<file path="config.mk">
export PLATFORM = sky130hd
export DESIGN_NAME = jpeg_bayt_paketleyici_flat
export DESIGN_NICKNAME = d
export VERILOG_FILES = /design/src/rtl/jpeg_bayt_paketleyici_pkg.sv /design/src/rtl/jpeg_bayt_paketleyici_if.sv /design/src/rtl/jpeg_bayt_paketleyici_suzgec.sv /design/src/rtl/jpeg_bayt_paketleyici.sv /design/src/flat_wrapper.sv
export SDC_FILE = /design/constraint.sdc
export NUM_CORES = 1
export LEC_CHECK = 0
export CAP_MARGIN = 0
export CORE_AREA = 5 5 90 92
export CTS_BUF_LIST = sky130_fd_sc_hd__clkbuf_8
export DETAILED_ROUTE_END_ITERATION = 6
export DIE_AREA = 0 0 95 97
export PLACE_DENSITY = 0.87
export SLEW_MARGIN = 10
export SYNTH_ARGS = -nofsm -noshare
export SYNTH_HDL_FRONTEND = slang
export SYNTH_SLANG_ARGS = --single-unit
</file>
<file path="constraint.sdc">
create_clock -name clk_i -period 3.7 [get_ports clk_i]
set_clock_uncertainty 0.2 [all_clocks]
set_input_delay 0.37 -clock clk_i [delete_from_list [all_inputs] [get_ports clk_i]]
set_output_delay 0.37 -clock clk_i [all_outputs]
set_load 0.005 [all_outputs]
</file>
<file path="src/rtl/jpeg_bayt_paketleyici_pkg.sv">
// Shared constants, state encodings and helpers for the JPEG byte packer.
package jpeg_bayt_paketleyici_pkg;

   localparam int unsigned WB_BIT = 32;
   localparam int unsigned N      = WB_BIT / 8;
   localparam int unsigned KW     = $clog2(N) + 1;

   localparam logic [7:0] BAYT_FF    = 8'hFF;
   localparam logic [7:0] BAYT_00    = 8'h00;
   localparam logic [7:0] DOLGU_BAYT = 8'hFF;

   localparam logic [1:0] VERI       = 2'd0;
   localparam logic [1:0] FF_GORULDU = 2'd1;
   localparam logic [1:0] BOSALT     = 2'd2;
   localparam logic [1:0] DURDU      = 2'd3;

   // Per-byte result of the stuffing filter handed to the packer.
   typedef struct packed {
      logic [7:0] bayt;
      logic       gecerli;
      logic       isaret;
      logic [7:0] isaret_kodu;
   } suzgec_cikis_t;

   // Shift the k accumulated bytes up to the MSB end, filling the tail with pad bytes.
   function automatic logic [WB_BIT-1:0] dolgu_ekle(input logic [WB_BIT-1:0] acc,
                                                     input logic [KW-1:0]     k);
      logic [WB_BIT-1:0] w;
      w = acc;
      for (int unsigned i = 0; i < N; i++) begin
         if (KW'(i) < (KW'(N) - k)) w = {w[WB_BIT-9:0], DOLGU_BAYT};
      end
      return w;
   endfunction

endpackage

</file>
<file path="src/rtl/jpeg_bayt_paketleyici_if.sv">
// Word stream towards huffman_decoder: data, valid, last-before-marker, ready.
interface jpeg_bayt_paketleyici_if;
   logic [jpeg_bayt_paketleyici_pkg::WB_BIT-1:0] veri;
   logic                                         gecerli;
   logic                                         son;
   logic                                         hazir;

   modport master (output veri, output gecerli, output son, input hazir);
   modport slave  (input veri, input gecerli, input son, output hazir);
endinterface

</file>
<file path="src/rtl/jpeg_bayt_paketleyici_suzgec.sv">
// Byte-stuffing filter: removes FF00 stuffing, drops fill FFs, flags markers.
module jpeg_dolgu_suzgec
   import jpeg_bayt_paketleyici_pkg::*;
(
   input  logic          clk_i,
   input  logic          rstn_i,
   input  logic [7:0]    bayt,
   input  logic          kabul,
   input  logic          temizle,
   output suzgec_cikis_t cikis_c
);

   logic [1:0] durum, durum_n;

   // State register: VERI or FF_GORULDU (an FF is pending).
   always_ff @(posedge clk_i or negedge rstn_i) begin
      if (!rstn_i) durum <= VERI;
      else         durum <= durum_n;
   end

   // Classify each accepted byte against the pending-FF state.
   always_comb begin
      durum_n = durum;
      cikis_c = '0;
      if (temizle) begin
         durum_n = VERI;
      end else if (kabul) begin
         if (durum == FF_GORULDU) begin
            if (bayt == BAYT_00) begin
               cikis_c.bayt    = BAYT_FF;
               cikis_c.gecerli = 1'b1;
               durum_n         = VERI;
            end else if (bayt != BAYT_FF) begin
               cikis_c.isaret      = 1'b1;
               cikis_c.isaret_kodu = bayt;
               durum_n             = VERI;
            end
         end else begin
            if (bayt == BAYT_FF) begin
               durum_n = FF_GORULDU;
            end else begin
               cikis_c.bayt    = bayt;
               cikis_c.gecerli = 1'b1;
            end
         end
      end
   end

endmodule

</file>
<file path="src/rtl/jpeg_bayt_paketleyici.sv">
// Packs filtered JPEG entropy bytes MSB-first into words; pads and halts on a marker.
module jpeg_bayt_paketleyici
   import jpeg_bayt_paketleyici_pkg::*;
(
   input  logic                     clk_i,
   input  logic                     rstn_i,
   input  logic [7:0]               s_bayt_i,
   input  logic                     s_gecerli_i,
   output logic                     s_hazir_o,
   jpeg_bayt_paketleyici_if.master  m_if,
   output logic [7:0]               isaret_o,
   output logic                     isaret_gecerli_o,
   input  logic                     temizle_i
);

   // Top state only uses VERI (filter active), BOSALT and DURDU; FF tracking lives in the filter.
   logic [1:0]        durum, durum_n;
   logic              calisir;
   logic [WB_BIT-1:0] acc, acc_n;
   logic [KW-1:0]     k, k_n;
   logic [WB_BIT-1:0] veri_q, veri_n;
   logic              gecerli_q, gecerli_n;
   logic              son_q, son_n;
   logic [7:0]        isaret_q, isaret_n;
   logic              ig_q, ig_n;

   logic              cikis_bos;
   logic              yer_var;
   logic              kabul;
   suzgec_cikis_t     suz;

   // Output register can take a word this cycle.
   assign cikis_bos = !gecerli_q || m_if.hazir;
   // A byte that cannot complete a word never needs the output register.
   assign yer_var   = cikis_bos || (k != KW'(N - 1));
   assign s_hazir_o = calisir && (durum == VERI) && yer_var;
   assign kabul     = s_gecerli_i && s_hazir_o;

   assign m_if.veri        = veri_q;
   assign m_if.gecerli     = gecerli_q;
   assign m_if.son         = son_q;
   assign isaret_o         = isaret_q;
   assign isaret_gecerli_o = ig_q;

   jpeg_dolgu_suzgec u_suzgec (
      .clk_i   (clk_i),
      .rstn_i  (rstn_i),
      .bayt    (s_bayt_i),
      .kabul   (kabul),
      .temizle (temizle_i),
      .cikis_c (suz)
   );

   // All state and output registers.
   always_ff @(posedge clk_i or negedge rstn_i) begin
      if (!rstn_i) begin
         durum     <= VERI;
         calisir   <= 1'b0;
         acc       <= '0;
         k         <= '0;
         veri_q    <= '0;
         gecerli_q <= 1'b0;
         son_q     <= 1'b0;
         isaret_q  <= '0;
         ig_q      <= 1'b0;
      end else begin
         durum     <= durum_n;
         calisir   <= 1'b1;
         acc       <= acc_n;
         k         <= k_n;
         veri_q    <= veri_n;
         gecerli_q <= gecerli_n;
         son_q     <= son_n;
         isaret_q  <= isaret_n;
         ig_q      <= ig_n;
      end
   end

   // Next-state: accumulate, complete words, flush on marker, halt until cleared.
   always_comb begin
      durum_n   = durum;
      acc_n     = acc;
      k_n       = k;
      veri_n    = veri_q;
      gecerli_n = gecerli_q;
      son_n     = son_q;
      isaret_n  = isaret_q;
      ig_n      = ig_q;

      if (gecerli_q && m_if.hazir) gecerli_n = 1'b0;

      case (durum)
         BOSALT: begin
            if (temizle_i) begin
               k_n     = '0;
               durum_n = VERI;
            end else if (cikis_bos) begin
               veri_n    = dolgu_ekle(acc, k);
               gecerli_n = 1'b1;
               son_n     = 1'b1;
               k_n       = '0;
               ig_n      = 1'b1;
               durum_n   = DURDU;
            end
         end
         DURDU: begin
            if (temizle_i) begin
               k_n     = '0;
               ig_n    = 1'b0;
               durum_n = VERI;
            end
         end
         default: begin
            if (temizle_i) begin
               k_n = '0;
            end else if (suz.gecerli) begin
               acc_n = {acc[WB_BIT-9:0], suz.bayt};
               if (k == KW'(N - 1)) begin
                  veri_n    = acc_n;
                  gecerli_n = 1'b1;
                  son_n     = 1'b0;
                  k_n       = '0;
               end else begin
                  k_n = k + KW'(1);
               end
            end else if (suz.isaret) begin
               isaret_n = suz.isaret_kodu;
               durum_n  = BOSALT;
            end
         end
      endcase
   end

endmodule
</file>
<file path="src/flat_wrapper.sv">
// flat-port wrapper written by rule: the top's interface ports become plain ports
module jpeg_bayt_paketleyici_flat import jpeg_bayt_paketleyici_pkg::*;
  (clk_i, rstn_i, s_bayt_i, s_gecerli_i, s_hazir_o, isaret_o, isaret_gecerli_o, temizle_i, m_if_veri, m_if_gecerli, m_if_son, m_if_hazir);
  jpeg_bayt_paketleyici_if m_if_i ();
  input  logic clk_i;
  input  logic rstn_i;
  input  logic [7:0] s_bayt_i;
  input  logic s_gecerli_i;
  output logic s_hazir_o;
  output logic [7:0] isaret_o;
  output logic isaret_gecerli_o;
  input  logic temizle_i;
  output wire logic [$bits(m_if_i.veri)-1:0] m_if_veri;
  output wire logic [$bits(m_if_i.gecerli)-1:0] m_if_gecerli;
  output wire logic [$bits(m_if_i.son)-1:0] m_if_son;
  input wire logic [$bits(m_if_i.hazir)-1:0] m_if_hazir;
  assign m_if_veri = m_if_i.veri;
  assign m_if_gecerli = m_if_i.gecerli;
  assign m_if_son = m_if_i.son;
  assign m_if_i.hazir = m_if_hazir;
  jpeg_bayt_paketleyici u_core (.clk_i(clk_i), .rstn_i(rstn_i), .s_bayt_i(s_bayt_i), .s_gecerli_i(s_gecerli_i), .s_hazir_o(s_hazir_o), .m_if(m_if_i), .isaret_o(isaret_o), .isaret_gecerli_o(isaret_gecerli_o), .temizle_i(temizle_i));
endmodule
</file>
==> metrics.yaml <==
status:
  status: "finished with violations"
  violations: "negative hold slack"
route:
  drc_errors: 0
  via_count: 2985
  antenna_left: 0
  vias_per_cell: 5.982
  drt-initial-drc-count: 293
  dr.pass1.iters: 5
  wl_mm: 9.094
  wl_per_cell_um: 18.22
cts:
  cts_tree: "yes"
  root_buffer: "clkbuf_8"
  clk_pin_slew_ns: 0.08
  cts_resized: 0
  insertion_delay_ns: 0.35
  cts-buffers-inserted: 9
  hold_buffers: 0
  h-tree-depth: 3
  cts.path.max_buffers: 2
  cts.sinks: 82
  cts_setup_buffers: 0
placement:
  dp.cells: 484
  port_buffers: 56
  pre_cts_ws_ns: 0.7326
  dp_hpwl_mm: 6.197
  place.gp.congestion: 0.8454
timing:
  hold_viol_final: 3
  finalCritPeriodShare: 0.8192
  finalSetupTns_ns: 0
  relSlewSlack: 0.3300
  fin_crit_ns: 3.031
  maxSlewViolCount: 0
  fin_ws_ns: 0.6689
  worst_hold_slack_ns: -0.008753
  final-setup-viol-count: 0
  worst_pin_slew_ns: 1.005
  max_freq_mhz: 329.9
  rsz0062_at_grt: "false"
yosys:
  synth_area_leader_cell: "dfrtp_1"
  avgSynthCellArea_sq_um: 11.93
  synth_top_area_share: 0.5106
  synth_edf_count: 0
  async_flop_share: 1.000
  synthTopCellsByArea: "dfrtp_1 51%, mux2_2 12%, mux2i_1 3.5%"
  ys_dominant_reg_cell: "dfrtp_1"
  yosys_warnings: 0
  synthesis.area_sq_um: 4019
  synthTopCellsByCount: "82 x dfrtp_1, 42 x mux2_2, 19 x nand2_1, 19 x or2_2, 16 x inv_1"
  syn_inst: 337
  syn-num-nets: 352
  ys_ff_latch: 82
  ys_seq_area_frac: 0.5106
  yosysMostFrequentCell: "dfrtp_1"
  yosysUniqueCellTypes: 39
worst_setup_path:
  worstSetupPathType: "reg2reg"
  critPathCaptureType: "register"
  crit_buf_inv: 1
  cp.required_ns: 3.73
  reg2reg_slack_ns: 0.67
  setup.worst_path.start_class: "register"
  path_cells: "ha_1 -> nand4bb_1 -> nand4_1 -> nor3_2 -> buf_4 -> mux2_2"
  slowest_delay_ns: 0.66
  cp_slowest_cell: "dfrtp_1"
  worstPathMaxFanout: 21
  arrival_ns: 3.06
  cp_top_family: "simple AND/OR/NAND/NOR gates"
final_layout:
  diodes: 0
  fin_util: 0.6902
  register_area_sq_um: 2052
  final_cells: 499
  drive_above_1_share: 0.2675
  area_delta_synth_final_pct: 22.57
  nets: 411
  fill_cells: 536
  multi_input_area_sq_um: 1821
grt:
  grt_util_met2: 0.3254
  grt_pass1_vias: 3112
  grt_max_degree: 83
  met3_usage: 0.04500
  grt_use_total: 0.2124
  busiest_layer: "met2"
  overflow: 0
  use_met1: 0.2863
  grt_pass1_wl_mm: 15.52
  grt_antenna_before_repair: 0
die:
  core_sq_um: 7137
  die_area_sq_um: 9215
  start_util: 0.5631
  io_pins: 57
  dieWidth_um: 95
  die_h_um: 97
  fp-row-count: 31
power_and_ir_drop:
  p_seq_frac: 0.510
  clockPowerShare: 0.301
  pwr-share-comb: 0.189
  powerDensity_nw_per_um2: 475.7
  sw_frac_of_total: 0.2746
  ir_drop_v: 0.0002497
  p_leak_nw: 2.301
  intPower_mw: 1.700
  p_switching_mw: 0.6435
hold_path:
  hp-class: "in2async"
run:
  maxCapViolCount: 0
==> per-stage QoR <==
stage,instance area (sq um),hold WS (ns),power [mW]
global placement,4710,0.2625,1.609
global route,4926,0.08217,2.464
CTS,4926,0.02461,2.356
detailed placement,4710,0.2738,1.646
floorplan,4019,-0.1256,1.491
finish,4926,-0.008753,2.344
==> state kept, by name (all words and copies together), names as in the netlist <==
signal and count:
u_core.durum 2, u_core.k 3, u_core.m_if.gecerli 1, u_core.m_if.son 1, u_core.m_if.veri 32, u_core.acc 32
u_core.calisir 1, u_core.isaret_o 8, u_core.isaret_gecerli_o 1, u_core.u_suzgec.durum 1
==> worst paths after layout <==
kind,cells past startpoint,start,endpoint
setup / recovery,6,u_core.k[0],u_core.acc[29]
hold / removal,1,rstn_i,u_core.m_if.veri[18]
setup reg to reg,6,u_core.k[0],u_core.acc[29]
hold reg to reg,1,u_core.m_if.son,u_core.m_if.son
max in group asynchronous,1,rstn_i,u_core.isaret_o[6]
min in group clk_i,1,u_core.m_if.son,u_core.m_if.son
==> power by group through the flow <==
stage / Clock, mW / Sequential, mW / Combinational, mW
after floorplan: 0 / 1.15 / 0.337
after global placement: 0 / 1.19 / 0.418
after detailed placement: 0 / 1.20 / 0.441
after CTS: 0.720 / 1.19 / 0.446
after global routing: 0.759 / 1.22 / 0.489
final: 0.706 / 1.19 / 0.443
==> metal layers <==
metal  routed length, um  part of all wire
met3                 638             0.070
met4                 208             0.023
met2                4495              0.49
met1                3751              0.41
met5                   0                 0
==> cell type report <==
type                    instances  area share
flip-flops and latches         82      0.4166
multi-input cells             220      0.3696
repair buffers                 67      0.1326
clock buffers                  10     0.02794
well taps                      99     0.02515
clock inverters                 5     0.01600
inverters                      16     0.01219
==> kinds of logic (layout without fill, tap and decap cells) <==
logic type                 after synthesis  count (layout)  share of synthesized area
xor gates and xnor gates                 1               1                   0.002180
buffers and inverters                   35              98                    0.03892
adders and majority gates                2               2                   0.006226
DFF                                     82              82                     0.5106
muxes                                   70              70                     0.2142
other                                    1               1                  0.0009331
AOI/OAI and AO/OA                       66              66                     0.1164
and+or+nand+nor                         80              80                     0.1105
==> worst reg2reg max path, stage by stage (launching register included) <==
cell,delay [ns]
dfrtp_1,0.66
ha_1,0.39
nand4bb_1,0.14
nand4_1,0.25
nor3_2,0.51
buf_4,0.37
mux2_2,0.39
==> cells in the final DEF (no fill, tap or decap), types with 2 or more instances in the layout <==
cell type,instances
o21a_1,8
buf_4,11
nand2b_1,3
or3_1,2
nor3_2,2
ha_1,2
nor2_1,15
or2_2,19
nand3_1,3
a21oi_1,7
o211ai_1,12
o22ai_1,14
nand2_1,19
mux2_4,9
o32ai_1,3
mux4_2,5
clkdlybuf4s50_1,55
dfrtp_1,82
a221o_1,8
inv_1,16
nor2b_1,5
nor4_1,2
bufinv_16,2
clkbuf_8,10
a31oi_1,11
mux2_2,42
mux2i_1,14
nand4_1,3
clkinv_2,2
Note: power is estimated with default switching activity, not from simulation.
